<file path="src/rtl/mux_rr_arbiter.sv">
// Round-robin arbiter driving a shared N:1 data mux from registered grant/sel state.
// Optional per-owner burst limit is enabled by defining ARB_MAX_BURST_EN.
module mux_rr_arbiter #(
    parameter int N         = 4,
    parameter int W         = 8,
    parameter int MAX_BURST = 4
) (
    input  logic                 clk,
    input  logic                 rst_n,
    input  logic [N-1:0]         req,
    input  logic [N*W-1:0]       data_in,
    output logic [N-1:0]         grant,
    output logic [$clog2(N)-1:0] sel,
    output logic                 valid,
    output logic [W-1:0]         data_out
);
    localparam int PW = $clog2(N);

    typedef enum logic {IDLE, BUSY} state_t;

    state_t        state_reg, state_next;
    logic [N-1:0]  grant_reg, grant_next;
    logic [PW-1:0] sel_reg, sel_next;
    logic [PW-1:0] ptr_reg, ptr_next;
    logic          valid_reg, valid_next;

    logic [N-1:0]  cand;
    logic          found;
    logic [PW-1:0] pick;
    logic [PW:0]   idx;
    logic [PW:0]   ptr_sum;
    logic [PW-1:0] ptr_after;
    logic          take;

    // The current owner is never a candidate, so a pre-empted or released
    // owner can only be chosen again after a full rotation.
    assign cand = req & ~grant_reg;

    always_comb begin
        found = 1'b0;
        pick  = '0;
        idx   = '0;
        for (int i = N - 1; i >= 0; i--) begin
            idx = {1'b0, ptr_reg} + (PW+1)'(i);
            if (idx >= (PW+1)'(N)) begin
                idx = idx - (PW+1)'(N);
            end
            if (cand[idx[PW-1:0]]) begin
                found = 1'b1;
                pick  = idx[PW-1:0];
            end
        end
    end

    always_comb begin
        ptr_sum   = {1'b0, pick} + (PW+1)'(1);
        ptr_after = (ptr_sum == (PW+1)'(N)) ? '0 : ptr_sum[PW-1:0];
    end

`ifdef ARB_MAX_BURST_EN
    localparam logic [7:0] BURST_LAST = 8'(MAX_BURST - 1);

    logic [7:0] burst_reg, burst_next;
`else
    logic unused_max_burst;
    assign unused_max_burst = ^MAX_BURST;
`endif

    always_comb begin
        state_next = state_reg;
        grant_next = grant_reg;
        sel_next   = sel_reg;
        valid_next = valid_reg;
        ptr_next   = ptr_reg;
        take       = 1'b0;
`ifdef ARB_MAX_BURST_EN
        burst_next = burst_reg;
`endif
        case (state_reg)
            IDLE: begin
                if (found) begin
                    take = 1'b1;
                end
            end
            BUSY: begin
                if (!req[sel_reg]) begin
                    if (found) begin
                        take = 1'b1;
                    end else begin
                        state_next = IDLE;
                        grant_next = '0;
                        valid_next = 1'b0;
                    end
`ifdef ARB_MAX_BURST_EN
                end else if (burst_reg == BURST_LAST) begin
                    // Pre-empt only when someone else is waiting.
                    if (found) begin
                        take = 1'b1;
                    end else begin
                        burst_next = '0;
                    end
                end else begin
                    burst_next = burst_reg + 8'd1;
`endif
                end
            end
            default: begin
                state_next = IDLE;
                grant_next = '0;
                valid_next = 1'b0;
            end
        endcase

        if (take) begin
            state_next       = BUSY;
            grant_next       = '0;
            grant_next[pick] = 1'b1;
            sel_next         = pick;
            valid_next       = 1'b1;
            ptr_next         = ptr_after;
`ifdef ARB_MAX_BURST_EN
            burst_next       = '0;
`endif
        end
    end

    always_ff @(posedge clk or negedge rst_n) begin
        if (!rst_n) begin
            state_reg <= IDLE;
            grant_reg <= '0;
            sel_reg   <= '0;
            valid_reg <= 1'b0;
            ptr_reg   <= '0;
`ifdef ARB_MAX_BURST_EN
            burst_reg <= '0;
`endif
        end else begin
            state_reg <= state_next;
            grant_reg <= grant_next;
            sel_reg   <= sel_next;
            valid_reg <= valid_next;
            ptr_reg   <= ptr_next;
`ifdef ARB_MAX_BURST_EN
            burst_reg <= burst_next;
`endif
        end
    end

    logic [W-1:0] lanes [N];

    for (genvar gi = 0; gi < N; gi++) begin : g_lane
        assign lanes[gi] = data_in[gi*W +: W];
    end

    assign grant    = grant_reg;
    assign sel      = sel_reg;
    assign valid    = valid_reg;
    assign data_out = valid_reg ? lanes[sel_reg] : '0;

endmodule

</file>
<file path="config.mk">
export PLATFORM = sky130hd
export DESIGN_NAME = mux_rr_arbiter
export DESIGN_NICKNAME = d
export VERILOG_FILES = /design/src/rtl/mux_rr_arbiter.sv
export SDC_FILE = /design/constraint.sdc
export NUM_CORES = 1
export LEC_CHECK = 0
export CAP_MARGIN = 15
export CORE_MARGIN = 1
export CORE_UTILIZATION = 25
export CTS_BUF_LIST = sky130_fd_sc_hd__clkbuf_8
export DETAILED_ROUTE_END_ITERATION = 8
export PLACE_DENSITY = 0.6
export SLEW_MARGIN = 40
export SYNTH_ARGS = -nofsm -noshare
export SYNTH_HDL_FRONTEND = slang
export SYNTH_SLANG_ARGS = --single-unit
</file>
<file path="constraint.sdc">
create_clock -name clk -period 1.86 [get_ports clk]
set_input_delay 0.186 -clock clk [delete_from_list [all_inputs] [get_ports clk]]
set_output_delay 0.186 -clock clk [all_outputs]
set_load 0.02 [all_outputs]
</file>
Word-level counts from Yosys, hierarchy flattened
Index checks and enable logic that the tools add are counted.

Add/subtract/negate cells: 8. Order comparisons: 12. Eq/ne operators: 3. Mux-type cells: 43. Bitwise gates (word level): 4. Reductions and logical operators: 3.

Operators by type and width (number): 8-bit 2-to-1 mux (3); 1-bit 2-to-1 mux (19); 2-bit by 3-bit < comparator with 1-bit output (second input constant) (6); 2-bit 2-to-1 mux (9); 8-bit binary-select mux with 2-bit select (1); 4-bit 2-to-1 mux (4); 3-bit >= comparator (second input constant) (4); 1-bit binary-select mux with 2-bit select (5); 2-bit by 1-bit subtractor with 2-bit output (second input constant) (4); 2-bit by 1-bit adder with 3-bit output (second input constant) (2); 2-bit by 2-bit adder with 3-bit output (second input constant) (2); 4-bit AND (1); 4-bit inverter (1); 3-bit equality test (second input constant) (1); 2-bit by 3-bit >= comparator with 1-bit output (second input constant) (1); 2-bit inverter with 3-bit output (1); 3-bit AND reduction (1); 1-bit demux with 2-bit select (1); 2-bit by 1-bit >= comparator with 1-bit output (second input constant) (1); 2-bit by 1-bit inequality test with 1-bit output (second input constant) (1); 2-bit inequality test (second input constant) (1); 1-bit case mux with 2 select lines (1); 2-bit nonzero test (1); 1-bit logical AND (1); 1-bit inverter (1).

Register bits after elaboration: 10. Input bits: 38. Output and inout bits: 15. Word-level logic and storage cells: 78.

Logic depth before layout (Yosys ltp)
Depth in word-level cells: 14. Gate-level depth with buffers: 6. Depth with buffers taken out: 6.

Least setup slack after synthesis
Ideal clock, no wire load.

Path type: reg2reg. Start point: reg sel_reg[0], in the netlist sel[0]. End point: reg ptr_reg[1]. Library setup time: 125 ps. Arrival: 1767 ps. Data required time: 1735 ps. Setup slack: -32 ps. Cell stages (with the launch flop): 7. Path buffers: 2. Clock period less this slack: 1892 ps. Cells stage by stage: dfrtp_1 -> buf_6 -> mux4_2 -> nand2_2 -> and2_4 -> buf_8 -> mux2_4.

Cells in the longest elaborated chain, start to end: 4.

RTL lines: start: declaration (line 23) `logic [PW-1:0] sel_reg, sel_next;`; start signal: assignment (line 140) `sel_reg <= sel_next;`; 1-bit binary-select mux with 2-bit select (line 86) `if (!req[sel_reg]) begin`; 1-bit 2-to-1 mux (implied by the code) (line 86); 1-bit 2-to-1 mux (line 86); 1-bit case mux with 2 select lines (line 79) `case (state_reg)`; end signal: assignment (line 142) `ptr_reg <= ptr_next;`; end: declaration (line 24) `logic [PW-1:0] ptr_reg, ptr_next;`.

Every way passes these cells. The select of a mux whose other input is x is not followed. A chain may end at the register's enable or synchronous reset.

Worst setup path in the final report
Start point: reg sel_reg[0], in the netlist sel[0]. End point: reg sel_reg[0], in the netlist sel[0].

Cells in the longest elaborated chain, start to end: 4.

RTL lines (line): 1-bit binary-select mux with 2-bit select (86); 1-bit 2-to-1 mux (implied by the code) (86); 1-bit 2-to-1 mux (86); 1-bit case mux with 2 select lines (79).

Every way passes these cells. The select of a mux whose other input is x is not followed.

==> metrics.yaml <==
drt-initial-drc-count: 32
overflow: 0
viasPerCell: 4.803
r2r_start: "sel[0]"
outcome: "completed"
power_frac_clock: 0.118
dp_cells: 174
ant_nets: 0
routed_wl_um: 2622
pre_cts_ws_ps: -122.1
post_drt_wl_per_cell_um: 14.33
relSlewSlack: 0.6765
cpPeakStageDelay_ps: 510
combPwrFrac: 0.684
cts_root_buffer: "clkbuf_8"
cts_tree: "done"
r2r_cells: 6
ctsHtreeMaxLevel: 1
ys_warn_count: 0
synth.most_common_cell: "dfrtp_1"
wl_met2_um: 1130
power_mw: 2.353
wl_met1_um: 1044
core_area_um2: 3337
regToRegSetupSlack_ps: 30
largest_reg_flops: 4
switching_power_mw: 0.9041
maxUsedRoutingLayer: "met4"
r2r_end: "sel[0]"
synth.top_cells.by_area: "dfrtp_1 29%, mux4_1 24%, and2_1 5.7%"
place_congestion: 0.8288
synthDistinctLibCells: 24
crit_path_max_fanout: 5
swShare: 0.3842
internal_power_mw: 1.449
worst_setup_path_end_kind: "flop"
synthesis.nets: 112
skew_ps: 1.791
start_util: 0.2613
leakage_nw: 0.6800
finalHoldViolations: 0
setup_tns_ps: 0
power_density_nw_per_um2: 1522
syn_area_per_cell_um2: 12.46
num_vias: 879
synth_common_cells: "10 x dfrtp_1, 8 x and2_1, 8 x mux4_1, 5 x nand2b_1"
hold_slack_ps: 276.6
drive_gt1_frac: 0.2774
n_antenna_cell: 0
maxCapViolCount: 0
worstMarginPinSlew_ps: 483.8
die_h_um: 61.06
antenna_found_initial: 0
yosysTopAreaCellShare: 0.2869
cp_slowest_cell: "mux4_2"
synth_ff_type: "dfrtp_1"
synth_area_um2: 872.1
timing.final.crit_share: 0.9815
dr.pass1.iters: 4
drv_slew: 0
numCtsBuffers: 3
syn_to_final_growth_pct: 77.33
fin_crit_ps: 1826
grt_max_degree: 11
port_buffers: 52
cp.arrival_ps: 1950
synth_seq_cells: 10
cp_top_family: "multiplexers"
drc: 0
rsz0062_at_grt: "yes"
clock.fmax_mhz: 547.8
start_kind: "flop"
wl_met3_um: 373
nets: 180
clockBufferDepth: 2
fin_area_um2: 1546
crit_chain: "buf_6, buf_6, mux4_2, nand2_2, and2_4, mux2_4"
layout_setup_ws_ps: 34.41
hpwl_um: 2056
criticalPathCategory: "flop to flop"
peakVddDrop_mv: 0.7123
die_area_um2: 3728
setup_violations: 0
crit_path_frequent_cell: "buf_6"
clkSlewWorstSetupHoldPaths_ps: 50
grt.total_usage: 0.1481
cts.sinks: 10
grt_pass1_vias: 909
hold_class: "primary input to async pin"
clkLatencyLatePin_ps: 240
required_ps: 1980
async_reset_ff_frac: 1.000
synth-edff-count: 0
dpl-instance-area_um2: 1488
hold_buffers: 0
fin_cells: 183
ys_seq_area_frac: 0.2869
fin_util: 0.4634
num_io_pins: 53
p_seq_frac: 0.199
synth_area_leader_cell: "dfrtp_1"
cp_num_buf_inv: 2
rows: 21
die_x_um: 61.06
synth_cells: 70
grt_first_pass_wirelength_um: 3960
==> routing by layer <==
| layer | GRT usage | vias to the layer above |
|---|---|---|
| met4 | 0.09416 | 0 |
| met5 | 0 | - |
| met3 | 0.04622 | 9 |
| met2 | 0.2562 | 64 |
| li1 | - | 403 |
| met1 | 0.1558 | 403 |
==> worst max-delay path by stage <==
stage                              to  cells past startpoint        from
final                          sel[0]                      6      sel[0]
after global routing       ptr_reg[1]                      6      sel[0]
after CTS                 data_out[5]                      4      sel[0]
after detailed placement  data_out[4]                      4  data_in[4]
after global placement    data_out[0]                      3      sel[0]
after floorplan                sel[0]                      6      sel[0]
==> cell families (layout without fill, tap and decap cells) <==
family / Yosys count / after routing / share of synthesized area
AO/OA/AOI/OAI: 13 / 13 / 0.1033
adder cells (fa/ha/maj): 4 / 4 / 0.05739
buffers and inverters: 7 / 74 / 0.05307
flip-flops: 10 / 10 / 0.2869
multiplexers: 12 / 12 / 0.3185
AND/OR/NAND/NOR: 24 / 24 / 0.1808
==> layout by cell type, fill, tap and decap left out, types with 2 or more instances in the layout <==
cell type and n:
mux4_2 2, nand2b_1 5, nor3_1 2, clkbuf_8 4, clkdlybuf4s50_1 44, a22o_2 4, nor2b_1 3, buf_2 7
mux4_1 7, and2_1 8, inv_1 4, o21ai_0 3, mux2_4 3, ha_1 4, buf_4 13, a21oi_1 3
buf_6 2, dfrtp_1 9
==> what timing repair did <==
action / CTS / global route
endpoints found under the setup margin: 15 / 10
resized for setup: 34 / 4
pin swaps: 1 / 1
setup buffers: 6 / 0
cloned: 0 / 0
==> power by group through the flow <==
| stage | registers [mW] | logic [mW] | clock network [mW] |
|---|---|---|---|
| global placement | 0.501 | 1.55 | 0 |
| detailed placement | 0.497 | 1.57 | 0 |
| finish | 0.467 | 1.61 | 0.277 |
| floorplan | 0.482 | 0.938 | 0 |
| CTS | 0.463 | 1.61 | 0.285 |
| global route | 0.493 | 1.75 | 0.299 |
==> final cells by class <==
class | count | area, um2
clock buffer | 4 | 55.05
multi-input combinational | 53 | 571.8
timing repair buffer | 66 | 595.6
fill | 329 | 1790
sequential | 10 | 251.5
inverter | 4 | 15.01
tap | 46 | 57.56
No activity file was read; power rests on OpenSTA's default activity.
